==> src/rtl/deserializer_pkg.sv <==
// Shared serial-link definitions: FSM state encodings, default word width and bit-order constants.
package deserializer_pkg;

  typedef enum logic [1:0] {
    IDLE   = 2'd0,
    SHIFT  = 2'd1,
    PARITY = 2'd2
  } state_e;

  localparam int DEFAULT_WIDTH = 8;

  // Bit-order selectors, common to the serializer and deserializer
  localparam bit ORDER_MSB_FIRST = 1'b1;
  localparam bit ORDER_LSB_FIRST = 1'b0;

endpackage

==> src/rtl/deserializer.sv <==
// Serial-to-parallel word rebuilder with a single valid/ready holding register and overflow flag.
// Optional even-parity frame bit is enabled by defining DESERIALIZER_PARITY_EN.
module deserializer
  import deserializer_pkg::*;
#(
  parameter int WIDTH     = DEFAULT_WIDTH,
  parameter bit MSB_FIRST = ORDER_MSB_FIRST
) (
  input  logic             in_clock,
  input  logic             in_reset,
  input  logic             in_enable,
  input  logic             in_bit,
  input  logic             in_ready,
  output logic [WIDTH-1:0] out_data,
  output logic             out_valid,
  output logic             out_overflow,
  output logic             out_parity_error,
  output logic             out_busy
);

  localparam int CW = $clog2(WIDTH + 1);
  localparam logic [CW-1:0] LAST_DATA = CW'(WIDTH - 1);

  state_e           state_q;
  logic [CW-1:0]    bitCount_q;
  logic [WIDTH-1:0] shiftReg_q;
  logic [WIDTH-1:0] shiftReg_d;
  logic [WIDTH-1:0] outData_q;
  logic             outValid_q;
  logic             overflow_q;

  // Word including the bit sampled this edge, so completion can load it directly
  assign shiftReg_d = MSB_FIRST ? {shiftReg_q[WIDTH-2:0], in_bit}
                                : {in_bit, shiftReg_q[WIDTH-1:1]};

`ifdef DESERIALIZER_PARITY_EN
  logic parityErr_q;
`endif

  always_ff @(posedge in_clock) begin
    if (in_reset) begin
      state_q    <= IDLE;
      bitCount_q <= '0;
      shiftReg_q <= '0;
      outData_q  <= '0;
      outValid_q <= 1'b0;
      overflow_q <= 1'b0;
`ifdef DESERIALIZER_PARITY_EN
      parityErr_q <= 1'b0;
`endif
    end else begin
      overflow_q <= 1'b0;
      if (outValid_q && in_ready) begin
        outValid_q <= 1'b0;
      end
      if (in_enable) begin
        case (state_q)
          IDLE, SHIFT: begin
            shiftReg_q <= shiftReg_d;
            if (bitCount_q == LAST_DATA) begin
`ifdef DESERIALIZER_PARITY_EN
              bitCount_q <= bitCount_q + 1'b1;
              state_q    <= PARITY;
`else
              bitCount_q <= '0;
              state_q    <= IDLE;
              outData_q  <= shiftReg_d;
              outValid_q <= 1'b1;
              overflow_q <= outValid_q && !in_ready;
`endif
            end else begin
              bitCount_q <= bitCount_q + 1'b1;
              state_q    <= SHIFT;
            end
          end
`ifdef DESERIALIZER_PARITY_EN
          PARITY: begin
            // Word is delivered even when the parity check fails
            bitCount_q  <= '0;
            state_q     <= IDLE;
            outData_q   <= shiftReg_q;
            outValid_q  <= 1'b1;
            overflow_q  <= outValid_q && !in_ready;
            parityErr_q <= ^{shiftReg_q, in_bit};
          end
`endif
          default: begin
            bitCount_q <= '0;
            state_q    <= IDLE;
          end
        endcase
      end
    end
  end

  assign out_data     = outData_q;
  assign out_valid    = outValid_q;
  assign out_overflow = overflow_q;
  assign out_busy     = (bitCount_q != '0);

`ifdef DESERIALIZER_PARITY_EN
  assign out_parity_error = parityErr_q;
`else
  assign out_parity_error = 1'b0;
`endif

endmodule

==> config.mk <==
export PLATFORM = sky130hd
export DESIGN_NAME = deserializer
export DESIGN_NICKNAME = d
export VERILOG_FILES = /design/src/rtl/deserializer_pkg.sv /design/src/rtl/deserializer.sv
export SDC_FILE = /design/constraint.sdc
export NUM_CORES = 1
export LEC_CHECK = 0
export BUFFER_PORTS_ARGS = -buffer_cell sky130_fd_sc_hd__buf_2
export CORE_ASPECT_RATIO = 1.1
export CORE_MARGIN = 5
export CORE_UTILIZATION = 46
export DETAILED_ROUTE_END_ITERATION = 12
export PLACE_DENSITY = 0.68
export REMOVE_ABC_BUFFERS = 1
export SLEW_MARGIN = 20
export SYNTH_ARGS = -nofsm -noshare
export SYNTH_HDL_FRONTEND = slang
export SYNTH_SLANG_ARGS = --single-unit
==> constraint.sdc <==
create_clock -name in_clock -period 1.6 [get_ports in_clock]
set_clock_uncertainty 0.15 [all_clocks]
set_input_delay 0.32 -clock in_clock [delete_from_list [all_inputs] [get_ports in_clock]]
set_output_delay 0.32 -clock in_clock [all_outputs]
set_load 0.02 [all_outputs]
==> results_dict.tcl, run 1 <==
set metrics [dict create \
    cts.path.max_buffers 2 \
    worstSetupEndpoint "out_busy" \
    drt_iter0_markers 8 \
    combPwrFrac 0.098 \
    netlist.area_leader.share 0.460 \
    slowest_stage "dfxtp_4" \
    nets 114 \
    drt-pass1-iter-count 2 \
    ff2ff_setup_slack_ps 170 \
    worst-path-buf-inv 2 \
    cts_buffers 3 \
    path_delay_family "flip-flops" \
    syn_area_sq_um 915 \
    die_w_um 52.5 \
    portBuffers 15 \
    clkPwrFrac 0.280 \
    cts-root-buf "clkbuf_4" \
    antenna_found_initial 0 \
    clkTransAtPathRegs_ps 120 \
    min_path_type "primary input to flop" \
    switchingPower_mw 0.200 \
    status "finished clean" \
    tritoncts "done" \
    cp-end-kind "primary output" \
    start_util 0.467 \
    wl_per_cell_um 10.5 \
    ys_types 23 \
    num_antenna_cells 0 \
    p_int_mw 0.669 \
    clk_latency_ps 290 \
    grt_first_pass_wirelength_um 2530 \
    worst-path-max-fanout 4 \
    grt_pass1_vias 613 \
    cpPeakStageDelay_ps 370 \
    drive_gt1_frac 0.292 \
    grt_max_degree 13 \
    cp.depth 4 \
    yosys_warnings 0 \
    cp.required_ps 1130 \
    drc 0 \
    n_fill_cell 198 \
    synth_area_leader_cell "dfxtp_1" \
    syn_to_final_growth_pct 14.9 \
    syn_area_per_cell_sq_um 10.3 \
    stdcell_area_sq_um 1050 \
    maxSlewViolCount 0 \
    io_pins 17 \
    power_frac_seq 0.622 \
    die_area_sq_um 2980 \
    tns_ps 0 \
    total_power_mw 0.868 \
    power_leakage_nw 0.443 \
    grt_overflow_total 0 \
    synthCells 89 \
    cts.sinks 21 \
    num_rows 17 \
    track_usage 0.110 \
    rr_worst_depth 4 \
    finalCriticalPeriod_ps 1510 \
    seq_area_frac_synth 0.460 \
    timing.rr.end "out_data[6]" \
    grt_setup_unrepaired "no" \
    ant_nets 0 \
    cts_max_level 1 \
    peakVddDrop_v 0.000529 \
    ys_ff_latch 21 \
    power_density_nw_per_um2 826 \
    path_cells "inv_1, ha_2, nand2_2, buf_6" \
    start_kind "flop" \
    placed_area_sq_um 1000 \
    critPathLaunch "bitCount_q[0]" \
    max_freq_mhz 662 \
    gp_congestion 0.713 \
    totalWireLength_um 1410 \
    die_h_um 56.8 \
    core_area_sq_um 1960 \
    hold_viol 0 \
    routed-via-count 629 \
    drv_cap 0 \
    routed_via_density 4.69 \
    hpwl_um 1100 \
    setup_viol 0 \
    worstSetupPathType "flop to primary output" \
    fin_crit_sh 0.944 \
    synth_area_leaders "dfxtp_1 (46%), mux2i_1 (18%), nand2b_1 (12%), nor2_1 (3.7%), buf_6 (3.7%)" \
    crit_arrival_ps 1040 \
    swShare 0.230 \
    crit-reg2reg-launch "bitCount_q[0]" \
]
==> final cells by class <==
class	instances	area (sq um)	area share
well taps	28	35.0	0.0333
inverters	2	7.51	0.00714
clock buffers	3	22.5	0.0214
clock inverters	1	5.00	0.00476
flip-flops and latches	21	425	0.405
multi-input cells	59	437	0.415
repair buffers	20	119	0.113
==> cells in the final DEF (no fill, tap or decap) <==
master and count:
nand3b_1 1, a21bo_2 1, and4b_1 1, nand2_2 1, ha_1 1, xnor2_1 1
buf_2 14, nand4_1 1, buf_4 5, nor3_2 1, nor2b_1 1, dfxtp_1 19
ha_2 1, a21oi_1 2, mux2i_1 16, clkbuf_4 3, nor2_1 9, nand2b_1 17
nor3_1 2, dfxtp_2 1, inv_1 2, dfxtp_4 1, buf_6 1, clkinv_2 1
mux2_2 1, conb_1 1, nand4b_1 1
==> what timing repair did <==
| action | 4_1_cts | 5_1_grt |
|---|---|---|
| endpoints found under the setup margin | 1 | 1 |
| hold endpoints to repair | 0 | 0 |
| hold buffers | 0 | 0 |
| resized for setup | 1 | 6 |
| buffers inserted | 0 | 1 |
==> routing by layer <==
| metal | vias to the layer above | wire, um | global-route usage |
|---|---|---|---|
| met2 | 11 | 654 | 0.172 |
| met5 | - | 0 | 0 |
| met3 | 2 | 64 | 0.0371 |
| li1 | 323 | - | - |
| met4 | 0 | 10 | 0.0328 |
| met1 | 293 | 684 | 0.140 |
==> through the flow <==
stage	setup slack (ps)	std cells	util	hold slack, ps
6_report	89.3	134	0.537	117
5_1_grt	23.4	134	0.537	132
4_1_cts	8.03	133	0.526	111
3_5_place_dp	130	129	0.511	311
3_3_place_gp	167	129	0.511	309
2_1_floorplan	117	82	-	239
==> synthesized netlist by cell type <==
cell type	count
buf_4	1
dfxtp_1	21
nand3b_1	1
buf_6	3
nand2b_1	17
mux2i_1	16
nand4b_1	1
nor3_1	2
nand2_1	1
nor3_2	1
nor2_1	9
mux2_2	1
conb_1	1
inv_1	2
and4b_1	1
ha_1	2
nand4_1	1
a21oi_1	2
xnor2_1	1
a21bo_2	1
nor2b_1	1
clkbuf_1	1
buf_2	2
==> power by group through the flow <==
stage               Combinational (mW)  Clock [mW]  Sequential (mW)
floorplan                       0.0412           0            0.550
global placement                0.0728           0            0.550
detailed placement              0.0743           0            0.551
CTS                             0.0744       0.260            0.540
global route                    0.0952       0.285            0.542
finish                          0.0855       0.243            0.540
==> worst reg2reg max path: stages (launching register included) <==
cell and delay, ps:
dfxtp_4 370, ha_1 230, and4b_1 210, buf_4 200
mux2i_1 200
==> worst min path at each step <==
stage,endpoint,slack (ps),from,cells past startpoint
2_1_floorplan,bitCount_q[2],240,in_reset,1
3_3_place_gp,out_data[7],310,out_data[7],2
3_5_place_dp,out_data[7],310,out_data[7],2
4_1_cts,shiftReg_q[0],110,in_bit,3
5_1_grt,out_data[0],130,in_bit,3
6_report,shiftReg_q[0],120,in_bit,3
==> cells by family (layout without fill, tap and decap cells) <==
| logic type | after synthesis | after routing | synth area share |
|---|---|---|---|
| XOR/XNOR | 1 | 1 | 0.00958 |
| multiplexers | 17 | 17 | 0.187 |
| AO/OA/AOI/OAI | 3 | 3 | 0.0219 |
| other | 1 | 1 | 0.00410 |
| flip-flops | 21 | 21 | 0.460 |
| adder cells (fa/ha/maj) | 2 | 2 | 0.0274 |
| buffers and inverters | 9 | 26 | 0.0684 |
| AND/OR/NAND/NOR | 35 | 35 | 0.222 |
==> state kept, by name, indices dropped and copies added (netlist names) <==
| signal | cells |
|---|---|
| bitCount_q | 4 |
| out_overflow | 1 |
| out_valid | 1 |
| shiftReg_q | 7 |
| out_data | 8 |
(Power assumes the default switching activity.)
==> run 2: changes to the inputs <==
--- a/config.mk
+++ b/config.mk
@@ -10,6 +10,7 @@
 export CORE_MARGIN = 5
 export CORE_UTILIZATION = 46
 export DETAILED_ROUTE_END_ITERATION = 12
+export MAX_ROUTING_LAYER = met4
 export PLACE_DENSITY = 0.68
 export REMOVE_ABC_BUFFERS = 1
 export SLEW_MARGIN = 20
==> run 2 against run 1 <==
  * First-iteration DRC count unchanged
  * Setup slack hardly changed
  * Clock power barely moved
  * Non-clock buffer count unchanged
  * Sequential power about the same
  * Critical path type unchanged
  * Utilization unchanged
  * Final area did not move
  * Routed wire length is the same
  * Cell count stayed put
==> results_dict.tcl, run 2 (synthesized netlist as in run 1, its figures left out) <==
set metrics [dict create \
    maxSlewViolCount 0 \
    num_antenna_cells 0 \
    fin_crit_sh 0.944 \
    largest_reg_flops 8 \
    die_h_um 56.8 \
    hold_ws_ps 117 \
    core_area_sq_um 1960 \
    stdcell_area_sq_um 1050 \
    worstSetupPathType "flop to primary output" \
    drive_gt1_frac 0.292 \
    routed_via_density 4.70 \
    track_usage 0.113 \
    clk_latency_ps 290 \
    gp_congestion 0.721 \
    wl_per_cell_um 10.5 \
    routed-via-count 630 \
    drv_cap 0 \
    syn_to_final_growth_pct 14.9 \
    final_cell_mix "dfxtp_1 (19), nand2b_1 (17), mux2i_1 (16), buf_2 (14), nor2_1 (9)" \
    tns_ps 0 \
    final_common_cell "dfxtp_1" \
    cts_buffers 3 \
    grt_setup_unrepaired "no" \
    power_leakage_nw 0.443 \
    crit_arrival_ps 1040 \
    clkTransAtPathRegs_ps 120 \
    path_delay_family "flip-flops" \
    path_cells "inv_1, ha_2, nand2_2, buf_6" \
    pre_cts_ws_ps 130 \
    grt_first_pass_wirelength_um 2530 \
    cts-root-buf "clkbuf_4" \
    portBuffers 15 \
    cp.required_ps 1130 \
    drt_iter0_markers 8 \
    peakVddDrop_v 0.000529 \
    power_density_nw_per_um2 826 \
    hpwl_um 1100 \
    worst-path-buf-inv 2 \
    cp-end-kind "primary output" \
    totalWireLength_um 1410 \
    drc 0 \
    multi_input_area_sq_um 437 \
    io_pins 17 \
    grt_overflow_total 0 \
    worst-path-max-fanout 4 \
    seq_area_sq_um 425 \
    grt_pass1_vias 613 \
    start_kind "flop" \
    status "finished clean" \
    nets 114 \
    grt_max_degree 13 \
    postLayoutCoreUtil 0.537 \
    cts_max_level 1 \
    min_path_type "primary input to flop" \
    ant_nets 0 \
    tritoncts "done" \
    cts.sinks 21 \
    slowest_stage "dfxtp_4" \
    num_rows 17 \
    n_fill_cell 198 \
    layout_setup_ws_ps 89.3 \
    placed_area_sq_um 1000 \
    cts.path.max_buffers 2 \
    start_util 0.467 \
    setup_viol 0 \
    hold_viol 0 \
    die_area_sq_um 2980 \
    cpPeakStageDelay_ps 370 \
    die_w_um 52.5 \
    max_freq_mhz 662 \
    drt-pass1-iter-count 2 \
    antenna_found_initial 0 \
    finalCriticalPeriod_ps 1510 \
]
==> run 2: per-stage QoR <==
step / power (mW) / std cells
after global placement: 0.623 / 129
final: 0.868 / 134
after floorplan: 0.591 / 82
after detailed placement: 0.626 / 129
after global routing: 0.922 / 134
after CTS: 0.875 / 133
==> run 2: layout make-up <==
type | instances | area share
Timing Repair Buffer | 20 | 0.113
Clock inverter | 1 | 0.00476
Inverter | 2 | 0.00714
Multi-Input combinational cell | 59 | 0.415
Tap cell | 28 | 0.0333
Clock buffer | 3 | 0.0214
Sequential cell | 21 | 0.405
==> run 2: timing repair <==
action                     4_1_cts  5_1_grt
setup endpoints to repair        1        1
setup buffers                    0        1
gates resized for setup          1        6
hold buffers                     0        0
==> run 2: metal layers <==
layer	share of wire	up-vias	track usage	wire length (um)
met2	0.46	11	0.172	655
met1	0.49	294	0.143	698
met4	0.0071	0	0.0328	10
li1	-	323	-	-
met3	0.034	2	0.0318	48
met5	0	-	-	0
==> run 2: worst register-to-register path, delay by kind of cell, from the launching register on <==
family | cells | cell delay [ps]
DFF | 1 | 370
adders and majority gates | 1 | 230
and+or+nand+nor | 1 | 210
buffers and inverters | 1 | 200
muxes | 1 | 200
==> run 2: path summary, 6_finish.rpt <==
check                      from  slack [ps]  cells past startpoint            end
setup reg to reg  bitCount_q[0]         170                      4    out_data[6]
hold reg to reg     out_data[7]         320                      2    out_data[7]
setup / recovery  bitCount_q[0]          90                      4       out_busy
hold / removal           in_bit         120                      3  shiftReg_q[0]
==> run 2: where the power goes <==
group / switching [mW] / leakage (nW) / internal (mW) / total (mW)
sequential: 0.00780 / 0.171 / 0.532 / 0.540
clock: 0.150 / 0.0177 / 0.0929 / 0.243
combinational: 0.0416 / 0.255 / 0.0438 / 0.0855
total: 0.200 / 0.443 / 0.669 / 0.868
